<file path="src/rtl/float_norm_pack.sv">
// Float adder back end: normalizes a carry-extended mantissa sum one shift per
// cycle, then packs an IEEE-754 single-precision word with overflow/underflow flags.
module float_norm_pack #(
  parameter int unsigned EXP_W  = 8,
  parameter int unsigned FRAC_W = 23
) (
  input  logic                    clk,
  input  logic                    res,
  input  logic                    start,
  input  logic                    sign_in,
  input  logic [EXP_W-1:0]        exp_in,
  input  logic [FRAC_W+1:0]       mant_in,
  output logic                    busy,
  output logic                    done,
  output logic [EXP_W+FRAC_W:0]   result,
  output logic                    overflow,
  output logic                    underflow
);

  localparam int unsigned MANT_W = FRAC_W + 2;
  localparam int unsigned IE_W   = EXP_W + 1;
  localparam int unsigned RES_W  = 1 + EXP_W + FRAC_W;

  localparam logic [IE_W-1:0] EXP_MAX = IE_W'((1 << EXP_W) - 1);
  localparam logic [IE_W-1:0] EXP_ONE = IE_W'(1);

  typedef enum logic [2:0] {
    IDLE,
    CHECK,
    SHR,
    SHL,
    PACK,
    INF,
    ZERO,
    UFL
  } state_t;

  state_t              state;
  logic                sign_q;
  logic [IE_W-1:0]     exp_q;
  logic [MANT_W-1:0]   mant_q;
  logic [IE_W-1:0]     exp_inc;

  // One extra exponent bit so a carry increment past the field is visible.
  assign exp_inc = exp_q + IE_W'(1);

  always_ff @(posedge clk) begin
    if (res) begin
      state     <= IDLE;
      busy      <= 1'b0;
      done      <= 1'b0;
      result    <= '0;
      overflow  <= 1'b0;
      underflow <= 1'b0;
      sign_q    <= 1'b0;
      exp_q     <= '0;
      mant_q    <= '0;
    end else begin
      done <= 1'b0;
      case (state)
        IDLE: begin
          if (start) begin
            sign_q    <= sign_in;
            exp_q     <= {1'b0, exp_in};
            mant_q    <= mant_in;
            busy      <= 1'b1;
            overflow  <= 1'b0;
            underflow <= 1'b0;
            state     <= CHECK;
          end
        end

        CHECK: begin
          if (exp_q == EXP_MAX)           state <= INF;
          else if (mant_q == '0)          state <= ZERO;
          else if (mant_q[MANT_W-1])      state <= SHR;
          else if (mant_q[FRAC_W])        state <= PACK;
          else                            state <= SHL;
        end

        // Carry out of the adder: a single right shift, dropped bit truncated.
        SHR: begin
          mant_q <= mant_q >> 1;
          exp_q  <= exp_inc;
          state  <= (exp_inc == EXP_MAX) ? INF : PACK;
        end

        // Left shifts stop before the exponent would reach zero (no denormals).
        SHL: begin
          if (exp_q <= EXP_ONE) begin
            state <= UFL;
          end else begin
            mant_q <= mant_q << 1;
            exp_q  <= exp_q - IE_W'(1);
            state  <= mant_q[FRAC_W-1] ? PACK : SHL;
          end
        end

        PACK: begin
          result <= {sign_q, exp_q[EXP_W-1:0], mant_q[FRAC_W-1:0]};
          done   <= 1'b1;
          busy   <= 1'b0;
          state  <= IDLE;
        end

        INF: begin
          result   <= {sign_q, {EXP_W{1'b1}}, {FRAC_W{1'b0}}};
          overflow <= 1'b1;
          done     <= 1'b1;
          busy     <= 1'b0;
          state    <= IDLE;
        end

        ZERO: begin
          result <= {sign_q, (RES_W-1)'(0)};
          done   <= 1'b1;
          busy   <= 1'b0;
          state  <= IDLE;
        end

        UFL: begin
          result    <= {sign_q, (RES_W-1)'(0)};
          underflow <= 1'b1;
          done      <= 1'b1;
          busy      <= 1'b0;
          state     <= IDLE;
        end

        default: state <= IDLE;
      endcase
    end
  end

endmodule

</file>
<file path="config.mk">
export PLATFORM = sky130hd
export DESIGN_NAME = float_norm_pack
export DESIGN_NICKNAME = d
export VERILOG_FILES = /design/src/rtl/float_norm_pack.sv
export SDC_FILE = /design/constraint.sdc
export NUM_CORES = 1
export LEC_CHECK = 0
export ABC_CLOCK_PERIOD_IN_PS = 2000
export CORE_MARGIN = 2
export CORE_UTILIZATION = 35
export CTS_CLUSTER_DIAMETER = 120
export DETAILED_ROUTE_END_ITERATION = 6
export PLACE_DENSITY = 0.6
export SLEW_MARGIN = 40
export SYNTH_ARGS = -nofsm -noshare
export SYNTH_HDL_FRONTEND = slang
export SYNTH_SLANG_ARGS = --single-unit
</file>
<file path="constraint.sdc">
create_clock -name clk -period 2 [get_ports clk]
set_clock_uncertainty 0.15 [all_clocks]
set_input_delay 0.4 -clock clk [delete_from_list [all_inputs] [get_ports clk]]
set_output_delay 0.4 -clock clk [all_outputs]
set_load 0.02 [all_outputs]
</file>
==> impl_metrics.env, run 1 <==
export IMPL_violations="negative setup slack"
export IMPL_synth_flop_cell="dfxtp_1"
export IMPL_placed_area_um2=4980
export IMPL_internal_power_uw=4490
export IMPL_timing_setup_tns_ns=-2.31
export IMPL_setup_ws_ns=-0.134
export IMPL_comb_power_share_pct=53.0
export IMPL_crit_slowest_cell="or3_4"
export IMPL_power_density_nw_per_um2=1450
export IMPL_portBuffers=72
export IMPL_worstSetupPathType="register to register"
export IMPL_ys_seq_elements=74
export IMPL_insertion_delay_ns=0.37
export IMPL_ctsLongestPathBuffers=2
export IMPL_maxSlewViolCount=0
export IMPL_postLayoutCellArea_um2=5400
export IMPL_drt_iter0_drc=162
export IMPL_globalplace_congestion=0.897
export IMPL_crit_required_ns=2.10
export IMPL_die_h_um=110
export IMPL_irDropWorstVdd_mv=0.495
export IMPL_slew_headroom_pct=66.8
export IMPL_postSynth_asyncResetShare_pct=0
export IMPL_rows=38
export IMPL_whs_path_depth=2
export IMPL_syn2layout_area_growth_pct=37.6
export IMPL_clockRootBuffer="clkbuf_8"
export IMPL_grt_max_degree=40
export IMPL_dp_slack_ns=-0.110
export IMPL_outcome="finished, violations left"
export IMPL_diodes=0
export IMPL_hold_start="res"
export IMPL_timing_hold_ws_ns=0.324
export IMPL_synth_cell_types=50
export IMPL_core_area_um2=10900
export IMPL_min_path_type="primary input to register"
export IMPL_cap_violations=0
export IMPL_r2r_end="mant_q[3]"
export IMPL_grt_pass1_wl_um=19200
export IMPL_cp_depth=7
export IMPL_numCtsBuffers=9
export IMPL_tritoncts="yes"
export IMPL_synth_area_um2=3930
export IMPL_crit_chain="or3_4 > o41ai_4 > buf_4 > a21oi_4 > buf_6 > o211ai_1 > a21oi_1"
export IMPL_arrival_ns=2.24
export IMPL_swShare_pct=42.5
export IMPL_drc_errors=0
export IMPL_layout_commonest_cell="clkdlybuf4s50_1"
export IMPL_dp_hpwl_um=7850
export IMPL_fin_nets=625
export IMPL_min_to="result[24]"
export IMPL_ys_seq_area_share_pct=37.7
export IMPL_startpoint_type="register"
export IMPL_clk_pin_slew_ns=0.08
export IMPL_min_period_ns=2.13
export IMPL_fmax_mhz=469
export IMPL_finalCritPeriodShare_pct=107
export IMPL_grt_use_total_pct=20.7
export IMPL_grt_antenna_before_repair=0
export IMPL_yosys_warnings=0
export IMPL_num_io_pins=73
export IMPL_die_width_um=110
export IMPL_viasPerCell=5.30
export IMPL_syn_nets=532
export IMPL_path_buf_inv=2
export IMPL_synthCells=490
export IMPL_routed_wl_um=11800
export IMPL_ff2ff_setup_slack_ns=-0.13
export IMPL_p_switching_uw=3320
export IMPL_end_kind="register"
export IMPL_cts_hold_buf=0
export IMPL_layout_drive_gt1_share_pct=16.8
export IMPL_initial_utilization_pct=36.0
export IMPL_rsz0062_at_grt="yes"
export IMPL_final_util_pct=49.6
export IMPL_ant_nets=0
export IMPL_critPathMaxStageDelay_ns=0.42
export IMPL_first_global_vias=3703
export IMPL_setup_viol=31
export IMPL_cp_max_fo=7
export IMPL_synth_edf_count=0
export IMPL_drt_pass1_iter_count=4
export IMPL_die_area_um2=12100
export IMPL_crit_reg2reg_launch="exp_q[4]"
export IMPL_dr_total_vias=3856
export IMPL_clkPwrFrac_pct=16.0
export IMPL_cts_max_level=3
export IMPL_seqPwrFrac_pct=31.1
export IMPL_overflow=0
export IMPL_worst_pin_slew_ns=0.493
export IMPL_ff2ff_path_depth=7
export IMPL_clkSinkCount=74
export IMPL_syn_area_per_cell_um2=8.01
export IMPL_cp_top_family="compound AO/OA/AOI/OAI gates"
export IMPL_wl_per_cell_um=16.1
export IMPL_p_leak_uw=0.00196
export IMPL_hold_viol_final=0
export IMPL_fillers=1021
export IMPL_final_cell_mix="71 x clkdlybuf4s50_1, 68 x dfxtp_1, 63 x a21oi_1"
[worst register-to-register path: cells and delay by family, from the launching register on]
family	cells	cell delay, ns
compound gates	4	0.72
flops	1	0.35
simple gates	1	0.42
buf+inv	2	0.38
[cell type report]
| cell class | instances | area [um^2] | area share (%) |
|---|---|---|---|
| Multi-Input combinational cell | 365 | 2290 | 42.4 |
| Timing Repair Buffer | 126 | 1210 | 22.4 |
| Clock buffer | 12 | 155 | 2.87 |
| Inverter | 7 | 28.8 | 0.533 |
| Sequential cell | 74 | 1490 | 27.6 |
| Tap cell | 140 | 175 | 3.24 |
| Clock inverter | 4 | 50.0 | 0.926 |
[layer usage]
metal	routed length (um)	GRT usage [%]	up-vias
li1	-	-	1928
met1	5700	28.5	1795
met2	5260	31.3	109
met3	510	3.50	24
met4	284	10.0	0
met5	0	0	-
[state kept, by name, summed over array words and instances (netlist names)]
name,count
busy,1
done,1
exp_q,9
mant_q,25
overflow,1
result,32
sign_q,1
state,3
underflow,1
[cells in the mapped netlist, types with 7 or more instances]
cell      count  area [um^2]
clkbuf_1     24         90.1
nor2b_1      26          163
nor2_1       54          203
nand2_1      58          218
nor3_1       11         55.1
dfxtp_1      74         1480
nand3_1      11         55.1
a21oi_1      66          330
nor4_1        7         43.8
buf_2        10         50.1
inv_1         7         26.3
mux2i_1      32          320
o211ai_1     27          203
[metrics by stage]
step,power [uW],std cells
global route,8360,728
floorplan,4810,490
finish,7810,728
CTS,7700,728
detailed placement,6050,702
global placement,6020,702
[power groups by stage]
stage               Clock, uW  Sequential, uW  Combinational, uW
floorplan                   0            2280               2530
CTS                      1260            2410               4020
detailed placement          0            2440               3610
global placement            0            2430               3590
finish                   1250            2430               4140
global route             1330            2500               4540
[cells by family after synthesis]
family | after synthesis | synth area share, %
and+or+nand+nor | 192 | 23.3
AOI/OAI and AO/OA | 131 | 21.9
DFF | 74 | 37.7
buffers and inverters | 51 | 6.15
muxes | 33 | 8.45
adders and majority gates | 5 | 1.59
xor gates and xnor gates | 4 | 0.893
[worst max-delay path by stage]
stage	end	slack, ns	from
after floorplan	mant_q[11]	0.01	exp_q[1]
after global placement	mant_q[0]	-0.06	start
after detailed placement	mant_q[0]	-0.11	exp_q[1]
after CTS	mant_q[3]	-0.09	exp_q[1]
after global routing	mant_q[3]	-0.20	exp_q[4]
final	mant_q[3]	-0.13	exp_q[4]
[timing repair]
item | in CTS | in global routing
buffers inserted | 7 | 0
resized for setup | 24 | 10
endpoints found under the setup margin | 32 | 36
pin swaps | 40 | 9
endpoints found under the hold margin | 0 | 0
gates cloned | 3 | 0
No activity file was read; power rests on OpenSTA's default activity.
==> inputs of run 2 (changes only) <==
--- a/config.mk
+++ b/config.mk
@@ -7,10 +7,10 @@
 export LEC_CHECK = 0
 export ABC_CLOCK_PERIOD_IN_PS = 2000
 export CORE_MARGIN = 2
-export CORE_UTILIZATION = 35
+export CORE_UTILIZATION = 47
 export CTS_CLUSTER_DIAMETER = 120
 export DETAILED_ROUTE_END_ITERATION = 6
-export PLACE_DENSITY = 0.6
+export PLACE_DENSITY = 0.77
 export SLEW_MARGIN = 40
 export SYNTH_ARGS = -nofsm -noshare
 export SYNTH_HDL_FRONTEND = slang
==> run 2 against run 1 <==
  * The run still ends with negative setup slack left
  * Maximum frequency grew 2.8%
  * Flip-flop and latch count is the same
  * Register-to-register slack gained 0.06 ns
  * Cell count shrank 5.2%
  * Sequential power shrank 2%
  * Hold slack lost 0.019 ns
  * Core utilization grew 18 points
  * Clock power grew 14%
  * Via count grew 3.2%
  * Combinational power grew 5.1%
  * Global-route usage grew 3.2 points
  * Critical endpoint is now exp_q[2]
  * Highest routed layer unchanged
==> impl_metrics.env, run 2 (synthesis gave the netlist of run 1 again) <==
export IMPL_globalplace_congestion=1.01
export IMPL_clockRootBuffer="clkbuf_8"
export IMPL_critPathMostFrequentCell="buf_6"
export IMPL_die_width_um=95.4
export IMPL_largest_register_ffs=32
export IMPL_core_area_um2=8180
export IMPL_rsz0062_at_grt="yes"
export IMPL_ctsLongestPathBuffers=2
export IMPL_portBuffers=72
export IMPL_violations="negative setup slack"
export IMPL_drt_pass1_iter_count=6
export IMPL_whs_path_depth=2
export IMPL_top_register="result"
export IMPL_numCtsBuffers=9
export IMPL_routed_wl_um=11200
export IMPL_grt_antenna_before_repair=0
export IMPL_setup_viol=31
export IMPL_power_density_nw_per_um2=1490
export IMPL_arrival_ns=2.15
export IMPL_timing_hold_ws_ns=0.305
export IMPL_critPathMaxStageDelay_ns=0.46
export IMPL_drt_iter0_drc=247
export IMPL_ant_nets=0
export IMPL_hold_viol_final=0
export IMPL_fillers=640
export IMPL_end_kind="register"
export IMPL_die_h_um=95.4
export IMPL_finalCritPeriodShare_pct=104
export IMPL_min_path_type="primary input to register"
export IMPL_slew_headroom_pct=66.4
export IMPL_final_util_pct=67.2
export IMPL_first_global_vias=3679
export IMPL_crit_chain="or3_4 > o41ai_4 > a21o_4 > buf_6 > buf_6 > o32ai_1"
export IMPL_drc_errors=0
export IMPL_maxSlewViolCount=0
export IMPL_crit_slowest_cell="o41ai_4"
export IMPL_dr_total_vias=3981
export IMPL_crit_required_ns=2.07
export IMPL_reg_top3="result x32, mant_q x25, exp_q x9"
export IMPL_layout_drive_gt1_share_pct=22.6
export IMPL_irDropWorstVdd_mv=0.640
export IMPL_insertion_delay_ns=0.35
export IMPL_die_area_um2=9100
export IMPL_p_leak_uw=0.00200
export IMPL_grt_pass1_wl_um=17300
export IMPL_diodes=0
export IMPL_clk_pin_slew_ns=0.08
export IMPL_initial_utilization_pct=48.0
export IMPL_grt_max_degree=32
export IMPL_tritoncts="yes"
export IMPL_dp_hpwl_um=7330
export IMPL_cp_max_fo=8
export IMPL_fin_nets=622
export IMPL_outcome="finished, violations left"
export IMPL_startpoint_type="register"
export IMPL_setup_ws_ns=-0.0758
export IMPL_overflow=0
export IMPL_num_io_pins=73
export IMPL_cap_violations=0
export IMPL_ff2ff_path_depth=6
export IMPL_dp_slack_ns=-0.0519
export IMPL_grt_use_total_pct=23.9
export IMPL_layout_commonest_cell="clkdlybuf4s50_1"
export IMPL_viasPerCell=5.77
export IMPL_wl_per_cell_um=16.2
export IMPL_syn2layout_area_growth_pct=40.0
export IMPL_clkSinkCount=74
export IMPL_cp_depth=6
export IMPL_final_cell_mix="71 x clkdlybuf4s50_1, 67 x dfxtp_1, 52 x nor2_1"
export IMPL_fmax_mhz=482
export IMPL_path_buf_inv=2
export IMPL_cts_max_level=3
export IMPL_worst_pin_slew_ns=0.498
export IMPL_min_period_ns=2.08
export IMPL_worstSetupPathType="register to register"
export IMPL_cp_top_family="compound AO/OA/AOI/OAI gates"
export IMPL_ff2ff_setup_slack_ns=-0.08
export IMPL_rows=33
## run 2: cell types whose count changed in the layout (fill, tap and decap cells not counted), moves of 3 or more
cell,change
a21oi_1,-19
a21oi_2,+19
buf_4,-3
nand2_1,-18
nand2_2,+13
nand2_4,+5
## run 2: worst reg2reg max path, cell delays in order (launching register included)
cell,delay [ns]
dfxtp_2,0.33
or3_4,0.40
o41ai_4,0.46
a21o_4,0.29
buf_6,0.16
buf_6,0.10
o32ai_1,0.08
## run 2: final cells by class
| type | instances | area (um^2) | share of cell area [%] |
|---|---|---|---|
| clock buffer | 10 | 128 | 2.32 |
| clock inverter | 6 | 115 | 2.10 |
| inverter | 7 | 26.3 | 0.478 |
| multi-input combinational | 365 | 2410 | 44.0 |
| sequential | 74 | 1490 | 27.2 |
| tap | 105 | 131 | 2.39 |
| timing repair buffer | 123 | 1190 | 21.6 |
## run 2: stage by stage
stage / power, uW / area [um^2] / TNS (ns) / std cells
2_1_floorplan: 4810 / 3930 / 0 / 490
3_3_place_gp: 5820 / 4880 / -0.131 / 662
3_5_place_dp: 5910 / 4880 / -0.476 / 662
4_1_cts: 7480 / 5190 / -0.0280 / 680
5_1_grt: 8630 / 5490 / -2.72 / 690
6_report: 8160 / 5490 / -1.02 / 690
## run 2: repair_timing
action                                  4_1_cts  5_1_grt
hold buffers                                  0        0
gates resized for setup                      12       67
pin swaps                                     5       33
setup buffers                                 1        6
cloned                                        1        4
endpoints found under the setup margin       20       34
## run 2: report_power, final
group	leakage (uW)	switching [uW]	total (uW)	internal, uW
registers	0.000606	502	2390	1890
clock network	0.000117	585	1420	834
logic	0.00128	2350	4350	2000
## run 2: final timing paths
kind | from | endpoint
worst min register to register | sign_q | sign_q
worst max-delay path | exp_q[5] | exp_q[2]
worst min-delay path | res | exp_q[3]
worst max register to register | exp_q[5] | exp_q[2]
## run 2: per-layer routing
metal | wire length, um | vias up | global-route usage [%]
met3 | 754 | 27 | 4.98
met2 | 5410 | 176 | 39.4
met1 | 4810 | 1865 | 31.0
met4 | 221 | 0 | 8.57
li1 | - | 1913 | -
met5 | 0 | - | 0
==> inputs of run 3 (changes only) <==
--- a/config.mk
+++ b/config.mk
@@ -5,12 +5,13 @@
 export SDC_FILE = /design/constraint.sdc
 export NUM_CORES = 1
 export LEC_CHECK = 0
-export ABC_CLOCK_PERIOD_IN_PS = 2000
+export ABC_CLOCK_PERIOD_IN_PS = 1740
 export CORE_MARGIN = 2
 export CORE_UTILIZATION = 47
 export CTS_CLUSTER_DIAMETER = 120
 export DETAILED_ROUTE_END_ITERATION = 6
 export PLACE_DENSITY = 0.77
+export SETUP_SLACK_MARGIN = 0.2
 export SLEW_MARGIN = 40
 export SYNTH_ARGS = -nofsm -noshare
 export SYNTH_HDL_FRONTEND = slang
==> constraint.sdc (replaced) <==
create_clock -name clk -period 1.74 [get_ports clk]
set_clock_uncertainty 0.15 [all_clocks]
set_input_delay 0.348 -clock clk [delete_from_list [all_inputs] [get_ports clk]]
set_output_delay 0.348 -clock clk [all_outputs]
set_load 0.02 [all_outputs]
==> run 3 against run 2 <==
  * The run still ends with negative setup slack left
  * First-iteration DRC count grew 25%
  * Hold slack lost 0.017 ns
  * Core utilization grew 3.1 points
  * Sequential share of layout area shrank 1.2 points
  * Combinational power grew 37%
  * Maximum frequency shrank 0.50%
  * Clock power shrank 6%
  * Critical endpoint is now exp_q[5]
  * Cell count grew 5.5%
  * Routed wire length grew 10%
  * Global-route usage grew 3.7 points
  * Total power grew 21%
  * Non-clock buffer count grew 38
==> impl_metrics.env, run 3 (synthesis gave the netlist of run 1 again) <==
export IMPL_outcome="finished, violations left"
export IMPL_violations="negative setup slack"
export IMPL_dr_total_vias=4187
export IMPL_top_register="result"
export IMPL_setup_viol=37
export IMPL_die_h_um=95.4
export IMPL_hold_start="res"
export IMPL_diodes=0
export IMPL_p_leak_uw=0.00224
export IMPL_numCtsBuffers=9
export IMPL_first_global_vias=4084
export IMPL_timing_setup_tns_ns=-10.13
export IMPL_end_kind="register"
export IMPL_ff2ff_setup_slack_ns=-0.35
export IMPL_hold_viol_final=0
export IMPL_ctsLongestPathBuffers=2
export IMPL_whs_path_depth=2
export IMPL_dp_hpwl_um=7810
export IMPL_grt_max_degree=34
export IMPL_path_buf_inv=2
export IMPL_crit_reg2reg_launch="exp_q[3]"
export IMPL_tritoncts="yes"
export IMPL_layout_commonest_cell="dfxtp_1"
export IMPL_startpoint_type="register"
export IMPL_die_area_um2=9100
export IMPL_arrival_ns=2.18
export IMPL_reg_top3="result x32, mant_q x25, exp_q x9"
export IMPL_die_width_um=95.4
export IMPL_postLayoutCellArea_um2=5750
export IMPL_maxSlewViolCount=0
export IMPL_clk_pin_slew_ns=0.08
export IMPL_clkSinkCount=74
export IMPL_cp_top_family="compound AO/OA/AOI/OAI gates"
export IMPL_grt_antenna_before_repair=0
export IMPL_cts_max_level=3
export IMPL_irDropWorstVdd_mv=0.749
export IMPL_portBuffers=72
export IMPL_crit_start="exp_q[3]"
export IMPL_r2r_end="exp_q[5]"
export IMPL_overflow=0
export IMPL_clockRootBuffer="clkbuf_8"
export IMPL_grt_pass1_wl_um=19600
export IMPL_power_density_nw_per_um2=1720
export IMPL_min_path_type="primary input to register"
export IMPL_insertion_delay_ns=0.35
export IMPL_min_period_ns=2.09
export IMPL_fin_nets=661
export IMPL_dp_slack_ns=-0.414
export IMPL_fmax_mhz=479
export IMPL_crit_required_ns=1.83
export IMPL_crit_slowest_cell="or3_4"
export IMPL_worstSetupPathType="register to register"
export IMPL_cap_violations=0
export IMPL_setup_ws_ns=-0.346
export IMPL_largest_register_ffs=32
export IMPL_critPathMaxStageDelay_ns=0.42
export IMPL_worst_pin_slew_ns=0.575
export IMPL_ant_nets=0
export IMPL_finalCritPeriodShare_pct=120
export IMPL_final_cell_mix="67 x dfxtp_1, 62 x buf_4, 61 x a21oi_1"
export IMPL_cp_max_fo=5
export IMPL_rows=33
export IMPL_rsz0062_at_grt="yes"
export IMPL_layout_drive_gt1_share_pct=24.7
export IMPL_initial_utilization_pct=48.0
export IMPL_drc_errors=0
export IMPL_slew_headroom_pct=61.4
export IMPL_num_io_pins=73
export IMPL_min_to="exp_q[7]"
export IMPL_ff2ff_path_depth=7
export IMPL_placed_area_um2=5200
export IMPL_core_area_um2=8180
export IMPL_grt_use_total_pct=27.7
export IMPL_drt_pass1_iter_count=5
export IMPL_crit_chain="or3_4 > o41ai_4 > buf_4 > a21oi_4 > buf_6 > a21oi_2 > nor3b_2"
export IMPL_globalplace_congestion=0.936
export IMPL_syn2layout_area_growth_pct=46.4
export IMPL_wl_per_cell_um=16.9
export IMPL_routed_wl_um=12300
export IMPL_fillers=612
export IMPL_viasPerCell=5.75
export IMPL_drt_iter0_drc=308
run 3: changes by cell type in the layout (fill, tap and decap cells not counted), moves of 17 or more:
cell and change:
nand2_1 +18, clkdlybuf4s15_1 +22, a21oi_1 +17, a21oi_2 -17, clkdlybuf4s50_1 -36, buf_4 +25
run 3: worst register-to-register path, stage by stage (launching register included):
cell and delay (ns):
dfxtp_1 0.32, or3_4 0.42, o41ai_4 0.38, buf_4 0.22, a21oi_4 0.11, buf_6 0.18, a21oi_2 0.16, nor3b_2 0.06
run 3: worst max path at each step:
stage | to | slack, ns | cells after the start
2_1_floorplan | exp_q[5] | -0.19 | 7
3_3_place_gp | mant_q[23] | -0.32 | 6
3_5_place_dp | mant_q[1] | -0.41 | 6
4_1_cts | exp_q[5] | -0.28 | 7
5_1_grt | exp_q[5] | -0.42 | 7
6_report | exp_q[5] | -0.35 | 7
run 3: layer usage:
layer	track usage [%]	vias to the layer above	routed length [um]
met5	0	-	0
met4	13.3	0	471
met3	4.98	46	844
met2	45.5	207	5840
met1	35.0	1944	5180
li1	-	1990	-
run 3: area by class of cell:
cell class / count / area (um^2) / share of cell area [%]
Inverter: 7 / 28.8 / 0.501
Multi-Input combinational cell: 366 / 2370 / 41.2
Clock inverter: 6 / 67.6 / 1.18
Clock buffer: 9 / 124 / 2.15
Tap cell: 105 / 131 / 2.29
Sequential cell: 74 / 1500 / 26.0
Timing Repair Buffer: 161 / 1530 / 26.6
run 3: through the flow:
stage	total power, uW	hold WS [ns]	utilization (%)	std cells
CTS	9480	0.272	69.0	723
detailed placement	7450	0.299	63.6	691
finish	9900	0.287	70.3	728
floorplan	5660	0.286	-	490
global placement	7320	0.297	63.6	691
global route	10500	0.280	70.3	728
run 3: where the power goes:
group          switching, uW  internal, uW
logic                   3030          2910
clock network            672           659
registers                455          2180
total                   4150          5750
run 3: repair_timing:
| item | CTS | global route |
|---|---|---|
| setup buffers | 12 | 5 |
| setup endpoints to repair | 96 | 91 |
| pin swaps | 39 | 24 |
| endpoints found under the hold margin | 0 | 0 |
| gates cloned | 5 | 0 |
| gates resized for setup | 75 | 50 |
| hold buffers | 0 | 0 |
